$ cat src/rtl/spi_tx_byte_feeder_if.sv
// Handshake/bus bundle between the controller and spi_tx_byte_feeder.
// The master modport is the controller side. The slave modport is the feeder.
interface spi_tx_byte_feeder_if #(
  parameter int DATA_W     = 8,
  parameter int FIFO_DEPTH = 4,
  parameter int LEN_W      = 13
);
  localparam int LVL_W = $clog2(FIFO_DEPTH) + 1;

  logic              start_i;
  logic [LEN_W-1:0]  len_i;
  logic [DATA_W-1:0] wr_data_i;
  logic              wr_valid_i;
  logic              wr_ready_o;
  logic              mosi_o;
  logic              busy_o;
  logic              done_o;
  logic              underrun_o;
  logic [LVL_W-1:0]  fifo_level_o;

  modport master (
    output start_i, len_i, wr_data_i, wr_valid_i,
    input  wr_ready_o, mosi_o, busy_o, done_o, underrun_o, fifo_level_o
  );

  modport slave (
    input  start_i, len_i, wr_data_i, wr_valid_i,
    output wr_ready_o, mosi_o, busy_o, done_o, underrun_o, fifo_level_o
  );
endinterface

$ cat src/rtl/spi_tx_byte_feeder.sv
// Buffers bytes in a small FIFO and shifts them out MSB-first, one bit per clock,
// to feed the MOSI_i input of spi_master2v0. It also flags frame completion and FIFO underrun.
module spi_tx_byte_feeder #(
  parameter int DATA_W     = 8,
  parameter int FIFO_DEPTH = 4,
  parameter int LEN_W      = 13
) (
  input  logic                  clk_i,
  input  logic                  rst_i,
  spi_tx_byte_feeder_if.slave   bus
);
  localparam int PTR_W  = $clog2(FIFO_DEPTH);
  localparam int LVL_W  = $clog2(FIFO_DEPTH) + 1;
  localparam int BIDX_W = (DATA_W > 1) ? $clog2(DATA_W) : 1;
  localparam logic [BIDX_W-1:0] LAST_BIT = BIDX_W'(DATA_W - 1);

  typedef enum logic {IDLE, SHIFT} state_t;

  state_t              state_q, state_d;
  logic [DATA_W-1:0]   mem_q [FIFO_DEPTH];
  logic [PTR_W-1:0]    wrPtr_q, rdPtr_q;
  logic [LVL_W-1:0]    level_q;
  logic [DATA_W-1:0]   shreg_q, shreg_d;
  logic [LEN_W-1:0]    cnt_q, cnt_d;
  logic [BIDX_W-1:0]   bitIdx_q, bitIdx_d;
  logic                done_q, done_d;
  logic                underrun_q, underrun_d;
  logic                push, popReq, pop, fifoEmpty;
  logic [DATA_W-1:0]   headByte;

  assign fifoEmpty       = (level_q == '0);
  assign bus.wr_ready_o  = (level_q != LVL_W'(FIFO_DEPTH));
  assign push            = bus.wr_valid_i && bus.wr_ready_o;
  // An empty FIFO never bypasses a same-cycle push; the consumer sees zero instead.
  assign pop             = popReq && !fifoEmpty;
  assign headByte        = fifoEmpty ? '0 : mem_q[rdPtr_q];

  assign bus.mosi_o       = shreg_q[DATA_W-1];
  assign bus.busy_o       = (state_q == SHIFT);
  assign bus.done_o       = done_q;
  assign bus.underrun_o   = underrun_q;
  assign bus.fifo_level_o = level_q;

  always_ff @(posedge clk_i) begin
    if (push) mem_q[wrPtr_q] <= bus.wr_data_i;
  end

  always_ff @(posedge clk_i or posedge rst_i) begin
    if (rst_i) begin
      wrPtr_q <= '0;
      rdPtr_q <= '0;
      level_q <= '0;
    end else begin
      if (push) wrPtr_q <= wrPtr_q + PTR_W'(1);
      if (pop)  rdPtr_q <= rdPtr_q + PTR_W'(1);
      if (push && !pop)      level_q <= level_q + LVL_W'(1);
      else if (pop && !push) level_q <= level_q - LVL_W'(1);
    end
  end

  always_comb begin
    state_d    = state_q;
    shreg_d    = shreg_q;
    cnt_d      = cnt_q;
    bitIdx_d   = bitIdx_q;
    done_d     = 1'b0;
    underrun_d = underrun_q;
    popReq     = 1'b0;
    case (state_q)
      IDLE: begin
        if (bus.start_i) begin
          if (bus.len_i == '0) begin
            done_d = 1'b1;
          end else begin
            popReq     = 1'b1;
            shreg_d    = headByte;
            underrun_d = fifoEmpty;
            cnt_d      = bus.len_i - LEN_W'(1);
            bitIdx_d   = '0;
            state_d    = SHIFT;
          end
        end
      end
      SHIFT: begin
        if (cnt_q == '0) begin
          state_d = IDLE;
          shreg_d = '0;
          done_d  = 1'b1;
        end else begin
          cnt_d = cnt_q - LEN_W'(1);
          if (bitIdx_q == LAST_BIT) begin
            popReq   = 1'b1;
            shreg_d  = headByte;
            bitIdx_d = '0;
            if (fifoEmpty) underrun_d = 1'b1;
          end else begin
            shreg_d  = shreg_q << 1;
            bitIdx_d = bitIdx_q + BIDX_W'(1);
          end
        end
      end
      default: state_d = IDLE;
    endcase
  end

  always_ff @(posedge clk_i or posedge rst_i) begin
    if (rst_i) begin
      state_q    <= IDLE;
      shreg_q    <= '0;
      cnt_q      <= '0;
      bitIdx_q   <= '0;
      done_q     <= 1'b0;
      underrun_q <= 1'b0;
    end else begin
      state_q    <= state_d;
      shreg_q    <= shreg_d;
      cnt_q      <= cnt_d;
      bitIdx_q   <= bitIdx_d;
      done_q     <= done_d;
      underrun_q <= underrun_d;
    end
  end
endmodule
$ cat src/flat_wrapper.sv
// flat-port wrapper written by rule: the top's interface ports become plain ports
module spi_tx_byte_feeder_flat 
#(
  parameter int DATA_W     = 8,
  parameter int FIFO_DEPTH = 4,
  parameter int LEN_W      = 13
)
  (clk_i, rst_i, bus_start_i, bus_len_i, bus_wr_data_i, bus_wr_valid_i, bus_wr_ready_o, bus_mosi_o, bus_busy_o, bus_done_o, bus_underrun_o, bus_fifo_level_o);
  spi_tx_byte_feeder_if #(.DATA_W(DATA_W), .FIFO_DEPTH(FIFO_DEPTH), .LEN_W(LEN_W)) bus_i ();
  input  logic clk_i;
  input  logic rst_i;
  input wire logic [$bits(bus_i.start_i)-1:0] bus_start_i;
  input wire logic [$bits(bus_i.len_i)-1:0] bus_len_i;
  input wire logic [$bits(bus_i.wr_data_i)-1:0] bus_wr_data_i;
  input wire logic [$bits(bus_i.wr_valid_i)-1:0] bus_wr_valid_i;
  output wire logic [$bits(bus_i.wr_ready_o)-1:0] bus_wr_ready_o;
  output wire logic [$bits(bus_i.mosi_o)-1:0] bus_mosi_o;
  output wire logic [$bits(bus_i.busy_o)-1:0] bus_busy_o;
  output wire logic [$bits(bus_i.done_o)-1:0] bus_done_o;
  output wire logic [$bits(bus_i.underrun_o)-1:0] bus_underrun_o;
  output wire logic [$bits(bus_i.fifo_level_o)-1:0] bus_fifo_level_o;
  assign bus_i.start_i = bus_start_i;
  assign bus_i.len_i = bus_len_i;
  assign bus_i.wr_data_i = bus_wr_data_i;
  assign bus_i.wr_valid_i = bus_wr_valid_i;
  assign bus_wr_ready_o = bus_i.wr_ready_o;
  assign bus_mosi_o = bus_i.mosi_o;
  assign bus_busy_o = bus_i.busy_o;
  assign bus_done_o = bus_i.done_o;
  assign bus_underrun_o = bus_i.underrun_o;
  assign bus_fifo_level_o = bus_i.fifo_level_o;
  spi_tx_byte_feeder #(.DATA_W(DATA_W), .FIFO_DEPTH(FIFO_DEPTH), .LEN_W(LEN_W)) u_core (.clk_i(clk_i), .rst_i(rst_i), .bus(bus_i));
endmodule
$ cat config.mk
export PLATFORM = sky130hd
export DESIGN_NAME = spi_tx_byte_feeder_flat
export DESIGN_NICKNAME = d
export VERILOG_FILES = /design/src/rtl/spi_tx_byte_feeder_if.sv /design/src/rtl/spi_tx_byte_feeder.sv /design/src/flat_wrapper.sv
export SDC_FILE = /design/constraint.sdc
export NUM_CORES = 1
export LEC_CHECK = 0
export BUFFER_PORTS_ARGS = -buffer_cell sky130_fd_sc_hd__buf_2
export CELL_PAD_IN_SITES_DETAIL_PLACEMENT = 0
export CELL_PAD_IN_SITES_GLOBAL_PLACEMENT = 1
export CORE_MARGIN = 2
export CORE_UTILIZATION = 51
export CTS_BUF_LIST = sky130_fd_sc_hd__clkbuf_8 sky130_fd_sc_hd__clkbuf_16
export DETAILED_ROUTE_END_ITERATION = 10
export GPL_TIMING_DRIVEN = 0
export HOLD_SLACK_MARGIN = 0.03
export PLACE_DENSITY_LB_ADDON = 0.1
export SLEW_MARGIN = 20
export SYNTH_ARGS = -nofsm -noshare
export SYNTH_HDL_FRONTEND = slang
export SYNTH_SLANG_ARGS = --single-unit
$ cat constraint.sdc
create_clock -name clk_i -period 6.04 [get_ports clk_i]
set_input_delay 1.51 -clock clk_i [delete_from_list [all_inputs] [get_ports clk_i]]
set_output_delay 1.51 -clock clk_i [all_outputs]
set_load 0.1 [all_outputs]
# Yosys cells after proc, flatten, opt, wreduce, memory -nomap -nowiden

Memories as Yosys holds them, arrays and structs flattened.
Cells that the tools add are included.
W data, S select, Z words.

Register bits after elaboration: 34
RAM bits: 32
Output and inout port bits: 8
Logic and storage cells: 75
Memories kept: 1

Add/sub/neg operators: 7
Equality and inequality tests: 7
Muxes and demuxes: 36
Bitwise gates (word level): 1
Reduce and logical (&&, ||, !) cells: 14

Memory list:

| memory       | words | bits a word | rd ports | clocked after Yosys merged registers in | wr ports | line                     | RTL |
|---|---|---|---|---|---|---|---|
| u_core.mem_q | 4     | 8           | 1        | 0                                       | 1        | spi_tx_byte_feeder.sv:20 | `logic [DATA_W-1:0] mem_q [FIFO_DEPTH];` |

Operator list:

| kind                    | number |
|---|---|
| $mux W8                 | 5 |
| $mux W13                | 3 |
| $logic_not A13 Y1       | 2 |
| $pmux W13 S2            | 1 |
| $sub A13 B1 Y13 const B | 2 |
| $mux W3                 | 6 |
| $pmux W8 S2             | 1 |
| $mux W1                 | 15 |
| $ne A2 B2 Y1 const B    | 5 |
| $pmux W1 S2             | 4 |
| $add A3 B1 Y3 const B   | 2 |
| $pmux W3 S2             | 1 |
| $reduce_and A5 Y1       | 1 |
| $add A2 B1 Y2 const B   | 2 |
| $logic_and A1 B1 Y1     | 4 |
| $eq A3 B3 Y1 const B    | 1 |
| $logic_not A1 Y1        | 3 |
| $logic_not A3 Y1        | 1 |
| $ne A3 B3 Y1 const B    | 1 |
| $reduce_and A3 Y1       | 1 |
| $sub A3 B1 Y3 const B   | 1 |
| $reduce_and A2 Y1       | 1 |
| $reduce_bool A2 Y1      | 1 |
| $not A1 Y1              | 1 |

# Logic depth before layout (Yosys ltp)

Gate-level depths: netlist of run 1.

Depth after elaboration: 8
Gate-level depth with buffers: 11
Depth with buffers taken out: 10

# Worst setup path before layout of run 1

No wires, ideal clock.

Kind: in2reg
From: input port bus_len_i[5]
To: register u_core.level_q[2] (netlist: u_core.bus.fifo_level_o[2])
Setup time: 163 ps
Data arrival time: 3333 ps
Required time: 5877 ps
Path slack: 2544 ps
Cell stages on the path: 11
Buffers on the path: 1
Path through: buf_2 nor3_1 nand2_1 o21ai_2 a21o_1 ha_1 inv_1 fa_1 xor2_1 nor2_1 xor2_1

Cells in the longest elaborated chain, start to end: 8

Ends and longest elaborated chain:

| what                                                 | line                     | RTL |
|---|---|---|
| start: declaration                                   | flat_wrapper.sv:13       | `input wire logic [$bits(bus_i.len_i)-1:0] bus_len_i;` |
| $logic_not A13 Y1 *                                  | spi_tx_byte_feeder.sv:72 | `if (bus.len_i == '0) begin` |
| $mux W1 *                                            | spi_tx_byte_feeder.sv:72 |  |
| $mux W1 *                                            | spi_tx_byte_feeder.sv:71 | `if (bus.start_i) begin` |
| $pmux W1 S2 *                                        | spi_tx_byte_feeder.sv:69 | `case (state_q)` |
| $logic_and A1 B1 Y1 *                                | spi_tx_byte_feeder.sv:35 | `assign pop = popReq && !fifoEmpty;` |
| $logic_not A1 Y1                                     | spi_tx_byte_feeder.sv:56 | `if (push && !pop) level_q <= level_q + LVL_W'(1);` |
| $logic_and A1 B1 Y1                                  | spi_tx_byte_feeder.sv:56 |  |
| $mux W3 / $reduce_bool A2 Y1 (equally long branches) | --                       |  |
| end signal: assignment                               | spi_tx_byte_feeder.sv:56 |  |
| end signal: assignment                               | spi_tx_byte_feeder.sv:57 | `else if (pop && !push) level_q <= level_q - LVL_W'(1);` |
| end: declaration                                     | spi_tx_byte_feeder.sv:22 | `logic [LVL_W-1:0] level_q;` |

Mark *: on every way between the ends. The rest lies on a longest branch, timed or not.
A chain may end at the register's enable or synchronous reset.

# Worst setup path in the final report of run 1

From: input port bus_len_i[2]
To: register u_core.level_q[2] (netlist: u_core.bus.fifo_level_o[2])

The elaborated chain is that of the path after synthesis.

==> flow_metrics.tcl, run 1 <==
set metrics [dict create \
    drc 0 \
    wl_met3_um 276 \
    worst_pin_slew_ns 0.731 \
    ys_ff_latch 66 \
    clockPowerShare 0.223 \
    antenna_cells 0 \
    core_sq_mm 0.00642 \
    hold-worst-slack_ns 0.512 \
    dr.pass1.iters 8 \
    synth.yosys.seq_area_share 0.530 \
    start_kind "primary input" \
    vias 2359 \
    drive_above_1_share 0.253 \
    sw_frac_of_total 0.389 \
    crit_fanout 8 \
    gp_congestion 0.801 \
    top_layer "met4" \
    drt-wirelength-per-cell_um 16.7 \
    fin_tns_setup_ns 0 \
    rsz0062_at_grt "no" \
    max_clock_freq_mhz 281 \
    crit_type "in2reg" \
    ios 33 \
    synth_edf_count 32 \
    setup_viol 0 \
    avgSynthCellArea_sq_um 11.8 \
    cp-end-kind "register" \
    min_period_ns 3.56 \
    die_area_sq_mm 0.00738 \
    powerDensity_mw_per_mm2 475 \
    arrival_ns 3.82 \
    cts-root-buf "clkbuf_8" \
    synthArstFlopShare 0.515 \
    grt_pass1_wl_mm 11.3 \
    wl_met1_mm 3.48 \
    power.share.combinational 0.377 \
    finClkSkew_ns 0.00793 \
    synth_area_leaders "edfxtp_1 (28%), dfrtp_1 (25%), mux4_2 (5.3%)" \
    cts_buffers 9 \
    die_h_um 85.9 \
    core.rowCount 29 \
    crit_chain "buf_2, nor3_4, nand3_1, o21ai_2, a21o_1, ha_1, inv_1, fa_1, xor2_1, nor2_1, xor2_1" \
    sequentialPowerShare 0.400 \
    r2r_slack_ns 3.01 \
    dr.first_iter.drc_count 99 \
    synth_commonest_cells "dfrtp_1 (34), edfxtp_1 (32), nor2_1 (26)" \
    crit_required_ns 6.30 \
    holdBufCountCts 0 \
    ys_types 59 \
    antenna_found_initial 0 \
    drt_wl_total_mm 6.89 \
    status "finished, final reports clean" \
    critPathBufInv 2 \
    syn_nets 323 \
    layout.nets 365 \
    htreeDepth 3 \
    cts_tree "done" \
    ys.flop_type "dfrtp_1" \
    yosysMostFrequentCell "dfrtp_1" \
    detail-route-antenna-nets 0 \
    chipWidth_um 85.9 \
    maxSlewViolCount 0 \
    irDropWorstVdd_uv 471 \
    start_util 0.532 \
    yosys.area.top_type_share 0.281 \
    critPathMaxStageDelay_ns 0.39 \
    area_growth_pct 13.9 \
    insertion_delay_ns 0.33 \
    track_usage 0.203 \
    grt_pass1_vias 2190 \
    cpMostUsedCell "xor2_1" \
    cap_violations 0 \
    clk_pin_slew_ns 0.08 \
    grt_max_degree 35 \
    hold_viol_final 0 \
    cp_slowest_cell "o21ai_2" \
    min_path_type "reg2reg" \
    vias_per_cell 5.71 \
    intPower_mw 1.13 \
    ys_warn_count 0 \
    hpwl_mm 4.85 \
    final.period_utilization 0.589 \
    cts_sinks 66 \
    cts.repair.resized 0 \
    yosys.area.top_type "edfxtp_1" \
    clk_path_buf_depth 2 \
    gr-total-overflow 0 \
    netlist_instances 289 \
    port_buffers 31 \
    wl_met2_mm 3.06 \
    switching_power_mw 0.719 \
    synth.cell_area_sq_mm 0.00342 \
    power.leakage_nw 1.54 \
    relSlewSlack 0.512 \
    postCtsSetupBuffers 0 \
    cp_top_family "compound AO/OA/AOI/OAI gates" \
]
[per-layer routing]
| layer | up-vias | GRT usage |
|---|---|---|
| met5 | - | 0 |
| met4 | 0 | 0.0505 |
| met2 | 54 | 0.289 |
| met3 | 6 | 0.0635 |
| li1 | 1162 | - |
| met1 | 1137 | 0.304 |
[layout make-up]
| class | count | area, sq um |
|---|---|---|
| inverter | 10 | 37.5 |
| clock buffer | 9 | 124 |
| tap | 77 | 96.3 |
| multi-input combinational | 203 | 1500 |
| clock inverter | 7 | 101 |
| buffer | 10 | 71.3 |
| sequential | 66 | 1810 |
| fill | 517 | 2530 |
| timing repair buffer | 31 | 155 |
[stage by stage]
| step | total power [mW] | worst slack (ns) | util | std cells | instance area, sq um |
|---|---|---|---|---|---|
| 2_1_floorplan | 1.29 | 2.54 | - | 289 | 3420 |
| 3_3_place_gp | 1.43 | 2.15 | 0.572 | 397 | 3670 |
| 3_5_place_dp | 1.45 | 2.13 | 0.572 | 397 | 3670 |
| 4_1_cts | 1.86 | 2.48 | 0.607 | 413 | 3900 |
| 5_1_grt | 1.96 | 2.34 | 0.607 | 413 | 3900 |
| 6_report | 1.85 | 2.48 | 0.607 | 413 | 3900 |
[flip-flops by register name, indices dropped and copies added, names as in the netlist]
name and count:
u_core.bitIdx_q 3, u_core.bus.busy_o 1, u_core.bus.done_o 1, u_core.bus.fifo_level_o 3, u_core.bus.underrun_o 1, u_core.cnt_q 13
u_core.mem_q 32, u_core.rdPtr_q 2, u_core.shreg_q 8, u_core.wrPtr_q 2
[logic make-up (layout without fill, tap and decap cells)]
group,after synthesis,in the layout,synth area share
flip-flops,66,66,0.530
adder cells (fa/ha/maj),9,9,0.0351
AND/OR/NAND/NOR,101,101,0.159
multiplexers,17,17,0.0805
AO/OA/AOI/OAI,64,64,0.133
XOR/XNOR,12,12,0.0307
buffers and inverters,20,67,0.0318
[worst paths after layout]
check,to,cells past startpoint,startpoint
hold reg to reg,u_core.bitIdx_q[2],1,u_core.bitIdx_q[2]
setup / recovery,u_core.bus.fifo_level_o[2],11,bus_len_i[2]
hold / removal,u_core.bitIdx_q[2],1,u_core.bitIdx_q[2]
min in group asynchronous,u_core.cnt_q[1],2,rst_i
max in group asynchronous,u_core.cnt_q[5],2,rst_i
setup reg to reg,u_core.cnt_q[10],10,u_core.bus.busy_o
[worst register-to-register path, delay by kind of cell (launching register included)]
| family | cells | cell delay [ns] |
|---|---|---|
| and+or+nand+nor | 2 | 0.54 |
| adders and majority gates | 1 | 0.27 |
| muxes | 1 | 0.27 |
| AOI/OAI and AO/OA | 3 | 0.43 |
| buffers and inverters | 3 | 0.96 |
| DFF | 1 | 0.46 |
[power groups by stage]
stage | clock network [mW] | logic (mW) | registers [mW]
2_1_floorplan | 0 | 0.451 | 0.841
3_3_place_gp | 0 | 0.691 | 0.743
3_5_place_dp | 0 | 0.700 | 0.749
4_1_cts | 0.418 | 0.703 | 0.740
5_1_grt | 0.438 | 0.764 | 0.761
6_report | 0.412 | 0.697 | 0.740
[cell usage in the layout, fill, tap and decap left out, types with 10 or more instances in the layout]
cell,instances
dfrtp_1,34
buf_2,34
a21oi_1,16
nand2_1,23
nor2_1,26
o21ai_0,10
edfxtp_1,32
No activity file was read; power rests on OpenSTA's default activity.
==> run 2, diff against run 1 <==
Settings changed: ABC_AREA set to 1, CORE_UTILIZATION 51 to 45.
Clock period 6.04 ns to 3.5 ns, I/O delays scaled along.
==> run 2 against run 1 <==
Compared with the run above:
- clock skew grew 0.0074 ns
- highest routed layer unchanged
- area after synthesis grew 11%
- flip-flop and latch count is the same
- combinational power grew 38%
- final cell count grew 53%
- hold slack lost 0.038 ns
- worst setup slack lost 1.7 ns
- via count grew 30%
- first-iteration DRC count grew 53%
- register-to-register slack lost 2.0 ns
==> flow_metrics.tcl, run 2 <==
set metrics [dict create \
    status "finished, final reports clean" \
    die_area_sq_mm 0.00921 \
    placed_cell_area_sq_mm 0.00410 \
    grt_pass1_wl_mm 13.9 \
    place_ws_ns 0.391 \
    detail-route-antenna-nets 0 \
    dr.pass1.iters 4 \
    min_period_ns 2.71 \
    vias_per_cell 4.85 \
    antenna_cells 0 \
    drc 0 \
    crit_required_ns 3.76 \
    antenna_found_initial 0 \
    top_regs "u_core.mem_q (32), u_core.cnt_q (13), u_core.shreg_q (8)" \
    powerDensity_mw_per_mm2 624 \
    ys.flop_type "dfrtp_1" \
    vias 3067 \
    synth_area_leaders "edfxtp_1 (25%), dfrtp_1 (22%), nand2_1 (13%)" \
    gr-total-overflow 0 \
    dp_cells 616 \
    track_usage 0.201 \
    min_path_type "reg2reg" \
    insertion_delay_ns 0.35 \
    synth_edf_count 32 \
    final_common_cell "nand2_1" \
    cp-end-kind "register" \
    die_h_um 96.0 \
    cts_tree "done" \
    postCtsSetupBuffers 0 \
    synth.cell_area_sq_mm 0.00380 \
    hpwl_mm 5.94 \
    maxSlewViolCount 0 \
    worst_pin_slew_ns 0.824 \
    netlist_instances 479 \
    clk_pin_slew_ns 0.08 \
    relSlewSlack 0.448 \
    finClkSkew_ns 0.0154 \
    htreeDepth 3 \
    arrival_ns 2.97 \
    cts_sinks 66 \
    syn_nets 513 \
    largest_reg_flops 32 \
    drt_wl_total_mm 8.13 \
    yosys.area.top_type_share 0.253 \
    hold-worst-slack_ns 0.473 \
    rsz0062_at_grt "no" \
    start_util 0.463 \
    drive_above_1_share 0.188 \
    layout.nets 556 \
    hold_viol_final 0 \
    fin_ws_ns 0.793 \
    final.period_utilization 0.774 \
    fill_cells 822 \
    yosysMostFrequentCell "nand2_1" \
    synthArstFlopShare 0.515 \
    clk_path_buf_depth 2 \
    fin_cells 632 \
    synth_commonest_cells "nand2_1 (134), inv_1 (64), nor2_1 (59)" \
    crit_type "in2reg" \
    start_kind "primary input" \
    yosys.area.top_type "edfxtp_1" \
    cap_violations 0 \
    port_buffers 32 \
    cts-root-buf "clkbuf_8" \
    holdBufCountCts 0 \
    ios 33 \
    design_area_sq_mm 0.00430 \
    area_growth_pct 13.1 \
    ys_types 32 \
    dr.first_iter.drc_count 151 \
    grt_pass1_vias 3002 \
    irDropWorstVdd_uv 479 \
    core_sq_mm 0.00822 \
    synth.yosys.seq_area_share 0.476 \
    power.leakage_nw 2.22 \
    avgSynthCellArea_sq_um 7.94 \
    setup_viol 0 \
    ys_ff_latch 66 \
    fin_tns_setup_ns 0 \
    cts.repair.resized 0 \
    grt_max_degree 35 \
    gp_congestion 0.860 \
    max_clock_freq_mhz 369 \
    ys_warn_count 0 \
    core.rowCount 33 \
    mostFrequentLayoutCells "nand2_1 (134), inv_1 (63), nor2_1 (59), nand3_1 (56), buf_2 (40)" \
    top_register "u_core.mem_q" \
    drt-wirelength-per-cell_um 12.9 \
    crit_fanout 9 \
    chipWidth_um 96.0 \
    cts_buffers 9 \
    p_total_mw 2.69 \
    fin_util 0.524 \
]
run 2: changes by cell type in the layout (fill, tap and decap cells not counted), moves of 6 or more:
cell      delta
a21oi_1     -10
a31oi_1      -9
buf_2        +6
inv_1       +55
mux4_2       -8
nand2_1    +111
nand2_2     +14
nand2b_1     -9
nand3_1     +52
nor2_1      +33
nor3_1       -9
o21ai_0      +6
o21ai_1     +10
or2_2        +6
run 2: power by group:
group / leakage [nW] / internal (mW) / switching [mW]
combinational: 1.40 / 0.261 / 0.699
clock: 0.101 / 0.340 / 0.324
sequential: 0.720 / 0.988 / 0.0733
total: 2.22 / 1.59 / 1.10
run 2: worst paths after layout:
check | from | endpoint | slack (ns) | depth (start not counted)
worst max-delay path | bus_len_i[1] | u_core.bus.fifo_level_o[2] | 0.79 | 15
worst min-delay path | u_core.shreg_q[3] | u_core.shreg_q[3] | 0.47 | 2
worst max register to register | u_core.bitIdx_q[0] | u_core.bus.fifo_level_o[2] | 0.99 | 13
worst min register to register | u_core.shreg_q[3] | u_core.shreg_q[3] | 0.47 | 2
max in group asynchronous | rst_i | u_core.rdPtr_q[1] | 2.35 | 2
min in group asynchronous | rst_i | u_core.bus.fifo_level_o[0] | 0.66 | 2
run 2: final cells by class:
class | instances | area (sq um) | share of cell area
Buffer | 16 | 136 | 0.0317
Clock buffer | 9 | 124 | 0.0288
Clock inverter | 7 | 81.3 | 0.0189
Inverter | 67 | 259 | 0.0602
Multi-Input combinational cell | 330 | 1600 | 0.371
Sequential cell | 66 | 1810 | 0.421
Tap cell | 105 | 131 | 0.0305
Timing Repair Buffer | 32 | 160 | 0.0372
run 2: worst max-delay path, cell delays in order:
cell	delay [ns]
buf_2	0.10
nor2_1	0.22
nand2_1	0.08
nor2_1	0.09
nand2_1	0.14
nand3_4	0.16
nand2_1	0.16
nand2_1	0.15
ha_1	0.16
inv_1	0.07
fa_1	0.39
nor2_1	0.11
nor2_1	0.04
nand2_1	0.07
xor2_1	0.14
run 2: layer usage:
layer	vias up	share of wire	global-route usage	wire [um]
met5	-	0	0	0
met4	0	0.025	0.0810	202
met3	18	0.037	0.0399	301
met2	58	0.50	0.346	4060
met1	1393	0.44	0.248	3570
li1	1598	-	-	-
run 2: cell families (layout without fill, tap and decap cells):
logic type,Yosys count,count (layout),synth area share
AND/OR/NAND/NOR,281,281,0.330
buffers and inverters,83,131,0.104
flip-flops,66,66,0.476
AO/OA/AOI/OAI,37,37,0.0513
adder cells (fa/ha/maj),9,9,0.0316
XOR/XNOR,3,3,0.00691
==> run 3, diff against run 2 <==
Clock period 3.5 ns to 2.8 ns, I/O delays scaled along.
==> run 3 against run 2 <==
Compared with the run above:
- hold slack better by 0.0023 ns
- largest cell class unchanged
- critical endpoint unchanged
- count of clock-buffer cells in the layout stayed put
- flip-flop and latch count stayed put
- final cell count stayed put
- first-iteration DRC count is 24% lower
- routed wire length is 0.93% higher
- global-route usage is 0.060 points lower
- sequential share of layout area hardly changed
- clock skew is 0.0042 ns higher
- die area stayed put
- non-clock buffer count stayed put
- utilization is 0.11 points higher
==> flow_metrics.tcl, run 3 (synthesis gave the netlist of run 2 again) <==
set metrics [dict create \
    mostFrequentLayoutCells "nand2_1 (134), inv_1 (63), nor2_1 (59), nand3_1 (55), buf_2 (40)" \
    relSlewSlack 0.458 \
    clockPowerShare 0.246 \
    fin_cells 632 \
    cp-end-kind "register" \
    largest_reg_flops 32 \
    powerDensity_mw_per_mm2 781 \
    dr.pass1.iters 4 \
    track_usage 0.200 \
    dp_cells 616 \
    core_sq_mm 0.00822 \
    power.share.combinational 0.358 \
    regArea_sq_mm 0.00182 \
    fin_util 0.525 \
    antenna_found_initial 0 \
    postCtsSetupBuffers 0 \
    final_common_cell "nand2_1" \
    finClkSkew_ns 0.0195 \
    drt-wirelength-per-cell_um 13.0 \
    die_area_sq_mm 0.00921 \
    min_period_ns 2.56 \
    final.period_utilization 0.914 \
    cts_sinks 66 \
    arrival_ns 2.83 \
    cts.repair.resized 0 \
    setup_viol 0 \
    intPower_mw 1.99 \
    drive_above_1_share 0.195 \
    critPathMaxStageDelay_ns 0.38 \
    cts_buffers 9 \
    rsz0062_at_grt "no" \
    grt_max_degree 35 \
    core.rowCount 33 \
    crit_required_ns 3.07 \
    area_growth_pct 13.3 \
    cts-root-buf "clkbuf_8" \
    cp_slowest_cell "fa_1" \
    top_regs "u_core.mem_q (32), u_core.cnt_q (13), u_core.shreg_q (8)" \
    p_total_mw 3.36 \
    start_util 0.463 \
    detail-route-antenna-nets 0 \
    sequentialPowerShare 0.396 \
    multi_input_area_sq_mm 0.00160 \
    insertion_delay_ns 0.35 \
    power.leakage_nw 2.22 \
    hold-worst-slack_ns 0.476 \
    sw_frac_of_total 0.408 \
    ff2ff_path_depth 13 \
    drc 0 \
    irDropWorstVdd_uv 705 \
    antenna_cells 0 \
    crit_type "in2reg" \
    htreeDepth 3 \
    placed_cell_area_sq_mm 0.00411 \
    cts_tree "done" \
    port_buffers 32 \
    clk_path_buf_depth 2 \
    crit_fanout 9 \
    ios 33 \
    vias 3017 \
    layout.nets 556 \
    gr-total-overflow 0 \
    fill_cells 823 \
    clk_pin_slew_ns 0.08 \
    start_kind "primary input" \
    holdBufCountCts 0 \
    switching_power_mw 1.37 \
    hold_viol_final 0 \
    status "finished, final reports clean" \
    min_path_type "in2async" \
    max_clock_freq_mhz 391 \
    crit_chain "buf_2, nor2_1, nand2_1, nor2_1, nand2_1, nand3_4, nand2_1, nand2_1, ha_1, inv_1, fa_1, nor2_1, nor2_1, nand2_1, xor2_1" \
    design_area_sq_mm 0.00431 \
    top_register "u_core.mem_q" \
    grt_pass1_vias 2905 \
    hpwl_mm 6.01 \
    grt_pass1_wl_mm 13.9 \
    chipWidth_um 96.0 \
    cpMostUsedCell "nand2_1" \
    vias_per_cell 4.77 \
    worst_pin_slew_ns 0.810 \
    cap_violations 0 \
    die_h_um 96.0 \
    drt_wl_total_mm 8.21 \
    maxSlewViolCount 0 \
    dr.first_iter.drc_count 115 \
    gp_congestion 0.819 \
]
[run 3: final cells by class]
type	instances	area share
flip-flops and latches	66	0.421
multi-input cells	330	0.372
inverters	67	0.0601
repair buffers	32	0.0372
plain buffers	16	0.0316
well taps	105	0.0305
clock buffers	9	0.0287
clock inverters	7	0.0189
[run 3: critical path, delay by kind of cell]
| family | cells | cell delay (ns) |
|---|---|---|
| buf+inv | 2 | 0.16 |
| fa+ha+maj | 2 | 0.54 |
| xor+xnor | 1 | 0.14 |
| simple gates | 10 | 1.27 |
[run 3: power by group through the flow]
stage	registers [mW]	logic, mW	clock network [mW]
finish	1.33	1.20	0.827
global route	1.35	1.35	0.900
CTS	1.33	1.23	0.853
detailed placement	1.35	1.23	0
global placement	1.35	1.21	0
floorplan	1.60	0.681	0
[run 3: final timing paths]
check	from	endpoint	slack (ns)
worst max-delay path	bus_len_i[1]	u_core.bus.fifo_level_o[2]	0.24
worst min-delay path	rst_i	u_core.bus.fifo_level_o[0]	0.48
worst max register to register	u_core.bitIdx_q[0]	u_core.bus.fifo_level_o[2]	0.29
worst min register to register	u_core.shreg_q[0]	u_core.shreg_q[0]	0.48
max in group asynchronous	rst_i	u_core.bus.fifo_level_o[2]	1.81
min in group clk_i	u_core.shreg_q[0]	u_core.shreg_q[0]	0.48
[run 3: through the flow]
stage	setup slack, ns	setup TNS (ns)
floorplan	0.142	0
global placement	-0.0769	-0.0769
detailed placement	-0.115	-0.133
CTS	0.253	0
global route	0.0165	0
finish	0.240	0
[run 3: routing by layer]
metal | GRT usage | wire (um) | vias to the layer above
li1 | - | - | 1597
met1 | 0.252 | 3730 | 1360
met2 | 0.345 | 4080 | 47
met3 | 0.0478 | 259 | 13
met4 | 0.0560 | 132 | 0
met5 | 0 | 0 | -
